## src/rtl/restoring_divider.sv

```systemverilog
// rtl/restoring_divider.sv - sequential unsigned restoring divider, one quotient bit per cycle
//
// Ports:
//   clk          rising-edge clock
//   reset_n      asynchronous active-low reset; aborts any division and returns to idle
//   in_valid     operands on a/b are valid
//   in_ready     block is idle and can accept operands
//   a, b         dividend and divisor, unsigned, WORD_WIDTH bits
//   out_valid    q/r hold a completed result
//   out_ready    downstream consumes the result
//   q, r         quotient and remainder, held stable until consumed
//   div_by_zero  result came from b == 0 (only with DIV_BY_ZERO_FLAG_EN defined)
//
// Build option: DIV_BY_ZERO_FLAG_EN adds the div_by_zero flag and a fast path
// for a zero divisor that skips the trial subtractions.

module restoring_divider #(
    parameter int WORD_WIDTH = 8
) (
    input  logic                  clk,
    input  logic                  reset_n,
    input  logic                  in_valid,
    output logic                  in_ready,
    input  logic [WORD_WIDTH-1:0] a,
    input  logic [WORD_WIDTH-1:0] b,
    output logic                  out_valid,
    input  logic                  out_ready,
    output logic [WORD_WIDTH-1:0] q,
    output logic [WORD_WIDTH-1:0] r
`ifdef DIV_BY_ZERO_FLAG_EN
    ,
    output logic                  div_by_zero
`endif
);

    localparam int CW = $clog2(WORD_WIDTH + 1);

    typedef enum logic [1:0] {
        S_IDLE = 2'd0,
        S_BUSY = 2'd1,
        S_DONE = 2'd2
    } state_t;

    state_t state;
    state_t state_next;

    logic [WORD_WIDTH-1:0] dividend;
    logic [WORD_WIDTH-1:0] divisor;
    logic [WORD_WIDTH-1:0] quot;
    // After every step the partial remainder is below the divisor, so the
    // stored value fits in WORD_WIDTH bits; the WORD_WIDTH+1 bit value only
    // exists as the shifted trial operand below.
    logic [WORD_WIDTH-1:0] rem;
    logic [CW-1:0]         count;
    logic [WORD_WIDTH-1:0] q_reg;
    logic [WORD_WIDTH-1:0] r_reg;

    logic [WORD_WIDTH:0]   rem_shift;
    logic [WORD_WIDTH-1:0] rem_diff;
    logic                  q_bit;
    logic [WORD_WIDTH-1:0] rem_step;
    logic [WORD_WIDTH-1:0] quot_step;
    logic                  last_step;
    logic                  zero_in;
    logic                  zero_held;

    // One restoring step: bring down the next dividend bit, subtract if it fits.
    always_comb begin
        rem_shift = {rem, dividend[WORD_WIDTH-1]};
        q_bit     = (rem_shift >= {1'b0, divisor});
        // Low bits of the difference are exact whenever the subtraction is taken.
        rem_diff  = rem_shift[WORD_WIDTH-1:0] - divisor;
        rem_step  = q_bit ? rem_diff : rem_shift[WORD_WIDTH-1:0];
        quot_step = (quot << 1) | WORD_WIDTH'(q_bit);
    end

    assign last_step = (count == CW'(1));

`ifdef DIV_BY_ZERO_FLAG_EN
    assign zero_in   = (b == '0);
    assign zero_held = (divisor == '0);
`else
    // Without the flag a zero divisor runs the full loop; the algorithm itself
    // produces q = all ones and r = a.
    assign zero_in   = 1'b0;
    assign zero_held = 1'b0;
`endif

    // State register
    always_ff @(posedge clk or negedge reset_n) begin
        if (!reset_n) begin
            state <= S_IDLE;
        end else begin
            state <= state_next;
        end
    end

    // Next-state logic
    always_comb begin
        state_next = state;
        case (state)
            S_IDLE: begin
                if (in_valid) begin
                    state_next = S_BUSY;
                end
            end
            S_BUSY: begin
                if (last_step) begin
                    state_next = S_DONE;
                end
            end
            S_DONE: begin
                if (out_ready) begin
                    state_next = S_IDLE;
                end
            end
            default: state_next = S_IDLE;
        endcase
    end

    // Handshake outputs are pure decodes of the state register.
    assign in_ready  = (state == S_IDLE);
    assign out_valid = (state == S_DONE);
    assign q         = q_reg;
    assign r         = r_reg;

    // Datapath
    always_ff @(posedge clk or negedge reset_n) begin
        if (!reset_n) begin
            dividend <= '0;
            divisor  <= '0;
            quot     <= '0;
            rem      <= '0;
            count    <= '0;
            q_reg    <= '0;
            r_reg    <= '0;
        end else begin
            case (state)
                S_IDLE: begin
                    if (in_valid) begin
                        dividend <= a;
                        divisor  <= b;
                        quot     <= '0;
                        rem      <= '0;
                        // A flagged zero divisor needs only a single pass
                        // through BUSY to publish its closed-form result.
                        count    <= zero_in ? CW'(1) : CW'(WORD_WIDTH);
                    end
                end
                S_BUSY: begin
                    dividend <= dividend << 1;
                    rem      <= rem_step;
                    quot     <= quot_step;
                    count    <= count - CW'(1);
                    if (last_step) begin
                        if (zero_held) begin
                            q_reg <= '1;
                            r_reg <= dividend;
                        end else begin
                            q_reg <= quot_step;
                            r_reg <= rem_step;
                        end
                    end
                end
                default: begin
                end
            endcase
        end
    end

`ifdef DIV_BY_ZERO_FLAG_EN
    always_ff @(posedge clk or negedge reset_n) begin
        if (!reset_n) begin
            div_by_zero <= 1'b0;
        end else if (state == S_BUSY && last_step) begin
            div_by_zero <= zero_held;
        end else if (state == S_DONE && out_ready) begin
            div_by_zero <= 1'b0;
        end
    end
`endif

endmodule
```

## config.mk

```make
export PLATFORM = sky130hd
export DESIGN_NAME = restoring_divider
export DESIGN_NICKNAME = d
export VERILOG_FILES = /design/src/rtl/restoring_divider.sv
export SDC_FILE = /design/constraint.sdc
export NUM_CORES = 1
export LEC_CHECK = 0
export CORE_MARGIN = 3
export CORE_UTILIZATION = 49
export DETAILED_ROUTE_END_ITERATION = 8
export HOLD_SLACK_MARGIN = 0.1
export MAX_ROUTING_LAYER = met4
export PLACE_DENSITY_LB_ADDON = 0.25
export SETUP_SLACK_MARGIN = 0.2
export SYNTH_ARGS = -nofsm -noshare
export SYNTH_HDL_FRONTEND = slang
export SYNTH_SLANG_ARGS = --single-unit
```

## constraint.sdc

```tcl
create_clock -name clk -period 2.2 [get_ports clk]
set_input_delay 0.22 -clock clk [delete_from_list [all_inputs] [get_ports clk]]
set_output_delay 0.22 -clock clk [all_outputs]
set_load 0.1 [all_outputs]
```

Yosys cells after proc, flatten, opt, wreduce, memory -nomap -nowiden
Cells that the tools add are included.

storage, ports and cells
  register bits = 53
  memories = 0
  logic and storage cells = 36
  bits of input ports = 20
  latch bits = 0
  ROM bits = 0
  output and inout port bits = 18
  RAM bits = 0

cells by class
  divide/modulo/power cells = 0
  $mul = 0
  add/subtract/negate cells = 2
  magnitude comparators = 1
  eq/ne operators = 6
  reduce and logical (&&, ||, !) cells = 6
  multiplexer cells = 12
  shifts and indexed selects = 0
  bitwise logic cells = 1

operator list
  kind                                                                 count
  8-bit case mux with 2 select lines                                   2
  8-bit 2-to-1 mux                                                     3
  7-bit case mux with 2 select lines                                   1
  9-bit by 8-bit >= comparator with 1-bit output                       1
  8-bit by 1-bit OR with 8-bit output                                  1
  4-bit case mux with 2 select lines                                   1
  8-bit subtractor                                                     1
  2-bit 2-to-1 mux                                                     3
  2-bit case mux with 3 select lines                                   1
  2-bit AND reduction                                                  3
  4-bit by 1-bit == test with 1-bit output (second input constant)     1
  4-bit 2-to-1 mux                                                     1
  2-bit != test (second input constant)                                2
  4-bit by 1-bit subtractor with 4-bit output (second input constant)  1
  3-bit AND reduction                                                  1
  2-bit by 1-bit == test with 1-bit output (second input constant)     1
  2-bit == test (second input constant)                                1
  2-bit logical NOT                                                    1
  2-bit by 1-bit != test with 1-bit output (second input constant)     1
  2-bit nonzero test                                                   1

Depth between registers and ports, before layout
Gate-level depths: netlist (run 1).

  depth after elaboration = 3
  gate-level depth with buffers = 9
  depth with buffers taken out = 9

Worst setup path after synthesis (run 1)
Ideal clock, no wire load.

  kind = register -> register
  start = register dividend[7]
  end = register r_reg[6] (netlist: r[6])
  setup slack = 102 ps
  arrival time = 2020 ps
  buffers on the path = 0
  cell stages (with the launch flop) = 10
  period minus slack after synthesis = 2098 ps
  cells stage by stage = dfrtp_1 -> inv_1 -> ha_1 -> inv_1 -> fa_1 -> a211o_1 -> a2111oi_2 -> a41oi_1 -> a22o_1 -> a21oi_1

between the ends
  cells in the longest elaborated chain, start to end = 2

ends and longest elaborated chain
  what                                                                                RTL line  source
  start, declared                                                                     47        logic [WORD_WIDTH-1:0] dividend;
  start signal, assigned                                                              151       dividend <= dividend << 1;
  8-bit subtractor or 9-bit by 8-bit >= comparator with 1-bit output (tied branches)  72, 70
  8-bit 2-to-1 mux *                                                                  73        rem_step = q_bit ? rem_diff : rem_shift[WORD_WIDTH-1:0];
  end signal, assigned                                                                158       r_reg <= dividend;
  end signal, assigned                                                                161       r_reg <= rem_step;
  end, declared                                                                       56        logic [WORD_WIDTH-1:0] r_reg;

Every way passes the cells marked *; elsewhere a longest branch is shown, timed or not.
A chain may end at the register's enable or synchronous reset.

Worst setup path after layout (run 1)
  start = register dividend[7]
  end = register rem[6]

between the ends
  cells in the longest elaborated chain, start to end = 3

ends and longest elaborated chain
  what                                                                                RTL line  source
  8-bit subtractor or 9-bit by 8-bit >= comparator with 1-bit output (tied branches)  72, 70
  8-bit 2-to-1 mux *                                                                  73
  8-bit case mux with 2 select lines *                                                138       case (state)
  end signal, assigned                                                                152       rem <= rem_step;
  end, declared                                                                       53        logic [WORD_WIDTH-1:0] rem;

Marked as above.

==> run_results.csv, run 1 <==
group,metric,value,unit
critical_path,cp.depth,9,
cts,cts_buffer_depth,2,
global_route,grt_pass1_vias,2169,
logic_synthesis,synth-seq-cells,53,
logic_synthesis,netlist_area,0.00272,mm²
floorplan,die_x,80.5,µm
detailed_routing,drc,0,
critical_path,rr_startpoint,"dividend[7]",
detailed_routing,dr_total_vias,2404,
critical_path,crit_fanout,3,
critical_path,slowest_stage,"dfrtp_1",
global_route,antenna_found_initial,0,
logic_synthesis,async_reset_ff_share,100,%
critical_path,arrival,2390,ps
critical_path,cp-start-kind,"flop",
critical_path,path_delay_family,"compound AO/OA/AOI/OAI gates",
placement,port_buffers,37,
outcome,status,"finished clean",
timing,skew,7.73,ps
detailed_routing,first_pass_iters,5,
critical_path,worstPathRequired,2430,ps
cts,ctsRootBufferMaster,"clkbuf_8",
logic_synthesis,synth.net_count,315,
cts,cts_sinks,53,
placement,dp_hpwl,4320,µm
cts,cts_tree,"yes",
global_route,grt_overflow_total,0,
timing,rsz0062_at_grt,"true",
placement,place_inst,391,
critical_path,worstSetupStartpoint,"dividend[7]",
floorplan,initial_utilization,52.0,%
logic_synthesis,synthFlopType,"dfrtp_1",
detailed_routing,drtAntennaViolNets,0,
cells_and_area,num-fill-cells,405,
floorplan,io_pins,38,
critical_path,cp_slowest_stage_delay,390,ps
timing,worstMarginPinSlew,596,ps
cts,clkLatencyLatePin,310,ps
logic_synthesis,netlist-cell-type-count,43,
timing,slew_headroom,60.3,%
cells_and_area,n_antenna_cell,0,
floorplan,die_area,0.00649,mm²
timing,fin_crit_sh,98.1,%
cells_and_area,drive_gt1_share,26.7,%
critical_path,cp-end-kind,"flop",
critical_path,reg2reg_slack,40,ps
floorplan,die_h,80.5,µm
cells_and_area,nNetsFinal,374,
logic_synthesis,synth.avg_cell_area,9.59,µm²
critical_path,r2r_cells,9,
timing,finalHoldViolations,0,
critical_path,crit_type,"reg -> reg",
critical_path,path_buf_inv,2,
floorplan,core_area,0.00524,mm²
cts,cts-buffers-inserted,5,
cells_and_area,final_cells,414,
placement,place.gp.congestion,0.902,
timing,drv_slew,0,
cells_and_area,area_delta_synth_final,30.1,%
cts,clkTransAtPathRegs,100,ps
detailed_routing,wire_per_inst,15.8,µm
detailed_routing,vias_per_cell,5.81,
timing,max_freq,0.463,GHz
timing,setup_viol,0,
global_route,track_usage,21.4,%
detailed_routing,drt_wl_total,6520,µm
detailed_routing,first_iter_violations,257,
cts,htree_levels,2,
timing,totalNegativeSetupSlack,0,ps
logic_synthesis,ys_warn_count,0,
run,cap_violations,0,
floorplan,rows,26,
timing,hold_slack,401,ps
cells_and_area,layout_common_cells,"nand2_1 (50), dfrtp_1 (50), buf_4 (46)",
min_path,hp-class,"in -> async",
logic_synthesis,synth_edf_count,0,
logic_synthesis,yosysSeqAreaShare,48.7,%
critical_path,path_cells,"inv_1, ha_2, inv_2, fa_2, a211o_1, a2111oi_4, a41oi_2, a22o_1, a21oi_1",
timing,period_minus_slack,2160,ps
logic_synthesis,synth_cells,284,
global_route,grt_max_degree,25,
global_route,grt_pass1_wl,10500,µm
[timing repair]
| item | 4_1_cts | 5_1_grt |
|---|---|---|
| endpoints found under the setup margin | 16 | 16 |
| gates resized for setup | 9 | 29 |
| gates cloned | 0 | 0 |
| hold endpoints to repair | 22 | 0 |
| hold buffers | 1 | 0 |
| pin swaps | 4 | 5 |
| setup buffers | 6 | 8 |
[layer usage]
layer / routed length [µm] / up-vias / global-route usage (%)
met5: 0 / - / -
met4: 112 / 0 / 5.24
met3: 431 / 13 / 3.92
met2: 2990 / 102 / 31.9
met1: 2990 / 1149 / 30.4
li1: - / 1140 / -
[cell usage after synthesis (all sizes together) (2+ instances only)]
cell,instances,area (µm²)
o221ai,2,23.8
a22oi,7,52.6
a21o,2,16.3
nor2,11,41.3
inv,13,48.8
o31ai,6,45.0
a211o,2,17.5
nand4,5,31.3
a22o,8,70.1
nand2b,5,31.3
o21ai,25,125
o211ai,3,22.5
ha,10,125
and2,4,25.0
nand2,51,191
nor2b,7,43.8
xnor2,2,17.5
a41oi,3,26.3
dfrtp,53,1330
xor2,2,17.5
o21a,2,15.0
a211oi,4,42.5
nor3,4,20.0
nand3,11,55.1
a21oi,12,63.8
a31oi,6,37.5
buf,10,75.1
clkbuf,5,18.8
[area by class of cell]
type / instances / area, µm² / area share (%)
multi-input cells: 203 / 1430 / 40.3
flip-flops and latches: 53 / 1330 / 37.6
repair buffers: 67 / 552 / 15.6
well taps: 70 / 87.6 / 2.47
clock buffers: 5 / 68.8 / 1.94
inverters: 13 / 48.8 / 1.38
clock inverters: 3 / 26.3 / 0.742
[worst paths after layout]
check                             end
min reg2reg                      q[1]
min in group clk           divisor[0]
max in group asynchronous      rem[5]
max                            rem[6]
min                            rem[3]
max reg2reg                    rem[6]
[metrics by stage]
stage | area (µm²) | setup WS (ps) | utilization, %
2_1_floorplan | 2730 | 174 | -
3_3_place_gp | 3150 | 98.4 | 60.2
3_5_place_dp | 3150 | 19.6 | 60.2
4_1_cts | 3360 | 104 | 64.1
5_1_grt | 3540 | -58.8 | 67.6
6_report | 3540 | 41.7 | 67.6
[kinds of logic (layout without fill, tap and decap cells)]
group	count (synthesis)	after routing	synth area share, %
simple gates	101	101	17.0
buf+inv	28	88	5.24
xor+xnor	4	4	1.29
flops	53	53	48.7
compound gates	87	87	22.4
fa+ha+maj	11	11	5.33
[worst register-to-register path, cell delays in order, from the launching register on]
cell	delay, ps
dfrtp_1	390
inv_1	60
ha_2	180
inv_2	40
fa_2	340
a211o_1	340
a2111oi_4	330
a41oi_2	50
a22o_1	220
a21oi_1	150
Power of run 1 is not shown: default switching activity piles up to over one toggle a cycle in this logic, so the estimate is an artifact.
==> run 2: changes to the inputs <==
--- a/config.mk
+++ b/config.mk
@@ -9,8 +9,10 @@
 export CORE_UTILIZATION = 49
 export DETAILED_ROUTE_END_ITERATION = 8
+export GPL_ROUTABILITY_DRIVEN = 0
 export HOLD_SLACK_MARGIN = 0.1
 export MAX_ROUTING_LAYER = met4
 export PLACE_DENSITY_LB_ADDON = 0.25
 export SETUP_SLACK_MARGIN = 0.2
+export SLEW_MARGIN = 30
 export SYNTH_ARGS = -nofsm -noshare
 export SYNTH_HDL_FRONTEND = slang
==> constraint.sdc (replaced) <==
create_clock -name clk -period 2.2 [get_ports clk]
set_input_delay 0.22 -clock clk [delete_from_list [all_inputs] [get_ports clk]]
set_output_delay 0.22 -clock clk [all_outputs]
set_load 0.05 [all_outputs]
==> run_results.csv, run 2 (same netlist as run 1, synthesis figures left out) <==
group,metric,value,unit
outcome,status,"finished clean",
critical_path,crit_fanout,3,
global_route,track_usage,21.0,%
detailed_routing,drt_wl_total,6350,µm
critical_path,cp-start-kind,"flop",
placement,place_inst,392,
detailed_routing,dr_total_vias,2302,
detailed_routing,vias_per_cell,5.67,
global_route,grt_max_degree,54,
timing,setup_viol,0,
critical_path,cp_slowest_stage_delay,390,ps
global_route,grt_pass1_vias,2199,
run,cap_violations,0,
cells_and_area,drive_gt1_share,15.5,%
placement,post-place-ws,48.8,ps
timing,skew,6.40,ps
cts,cts_tree,"yes",
floorplan,initial_utilization,52.0,%
critical_path,r2r_cells,9,
timing,slew_headroom,55.3,%
critical_path,rr_startpoint,"dividend[7]",
timing,fin_ws,78.1,ps
detailed_routing,wire_per_inst,15.7,µm
floorplan,die_area,0.00649,mm²
critical_path,path_cells,"inv_1, ha_2, inv_2, fa_2, a211o_1, a2111oi_2, a41oi_1, a22o_1, a21oi_1",
floorplan,die_x,80.5,µm
timing,period_minus_slack,2120,ps
placement,dp_hpwl,4480,µm
cts,htree_levels,2,
placement,port_buffers,37,
timing,finalHoldViolations,0,
cells_and_area,layout_common_cells,"nand2_1 (51), dfrtp_1 (50), clkdlybuf4s50_1 (34)",
global_route,grtUsageMet1,28.1,%
critical_path,cp-end-kind,"flop",
critical_path,crit_type,"reg -> reg",
cts,clkTransAtPathRegs,110,ps
global_route,grt_overflow_total,0,
detailed_routing,drtAntennaViolNets,0,
cells_and_area,final_cells,406,
timing,fin_crit_sh,96.4,%
detailed_routing,drc,0,
timing,drv_slew,0,
min_path,min_from,"b[0]",
cells_and_area,final_common_cell,"nand2_1",
cts,cts_sinks,53,
cells_and_area,regArea,0.00133,mm²
cells_and_area,nNetsFinal,366,
cells_and_area,n_antenna_cell,0,
cells_and_area,multiInputGateArea,0.00134,mm²
floorplan,die_h,80.5,µm
global_route,antenna_found_initial,0,
cells_and_area,num-fill-cells,426,
floorplan,core_area,0.00524,mm²
detailed_routing,first_iter_violations,208,
floorplan,rows,26,
timing,rsz0062_at_grt,"true",
cts,cts-buffers-inserted,5,
critical_path,arrival,2370,ps
timing,max_freq,0.471,GHz
detailed_routing,first_pass_iters,4,
cts,clkLatencyLatePin,310,ps
cells_and_area,area_delta_synth_final,26.2,%
critical_path,worstSetupStartpoint,"dividend[7]",
global_route,grt-busiest-layer,"met2",
timing,worstMarginPinSlew,671,ps
timing,hold_slack,443,ps
global_route,met2_usage,32.3,%
critical_path,worstPathRequired,2450,ps
cells_and_area,fin_util,65.6,%
min_path,hp-class,"in -> reg",
floorplan,io_pins,38,
cts,ctsRootBufferMaster,"clkbuf_8",
critical_path,slowest_stage,"dfrtp_1",
cts,cts_buffer_depth,2,
min_path,min_path_cells,3,
global_route,gr-usage-met3,4.37,%
global_route,grt_pass1_wl,10300,µm
run 2: changes by cell type in the layout (fill, tap and decap cells not counted), moves of 2 or more:
cell / previous run / this run
ha_4: 1 / 3
clkdlybuf4s50_1: 18 / 34
buf_4: 46 / 20
nor2_2: 2 / 0
a21oi_1: 8 / 10
nor2_1: 7 / 10
o31ai_1: 3 / 6
o31ai_2: 3 / 0
dlygate4sd2_1: 0 / 2
run 2: worst paths after layout:
path | to | slack [ps]
hold / removal | divisor[0] | 440
setup reg to reg | r[6] | 80
hold reg to reg | q[7] | 480
setup / recovery | r[6] | 80
min in group asynchronous | r[7] | 540
max in group asynchronous | rem[5] | 1170
run 2: repair_timing:
action | in CTS | in global routing
setup endpoints to repair | 12 | 17
pin swaps | 3 | 3
gates resized for setup | 6 | 15
buffers inserted | 3 | 2
hold buffers | 1 | 0
endpoints found under the hold margin | 53 | 0
run 2: stage by stage:
| stage | TNS, ps | cell area (µm²) |
|---|---|---|
| 6_report | 0 | 3440 |
| 5_1_grt | -103 | 3440 |
| 4_1_cts | 0 | 3350 |
| 3_5_place_dp | 0 | 3200 |
| 3_3_place_gp | 0 | 3200 |
| 2_1_floorplan | 0 | 2730 |
run 2: area by class of cell:
class | count | area share [%]
timing repair buffer | 59 | 15.5
inverter | 13 | 1.42
tap | 70 | 2.55
multi-input combinational | 203 | 39.0
clock buffer | 5 | 2.00
clock inverter | 3 | 0.764
sequential | 53 | 38.7
run 2: routing by layer:
metal / wire (µm) / vias to the layer above
met5: 0 / -
met4: 72 / 0
met3: 419 / 8
met2: 2980 / 84
met1: 2890 / 1098
li1: - / 1112
run 2: critical path, delay by kind of cell (launching register included):
family	cells	cell delay (ps)
AOI/OAI and AO/OA	5	1030
adders and majority gates	2	530
DFF	1	390
buffers and inverters	2	100
Power of run 2 is left out for the same reason.
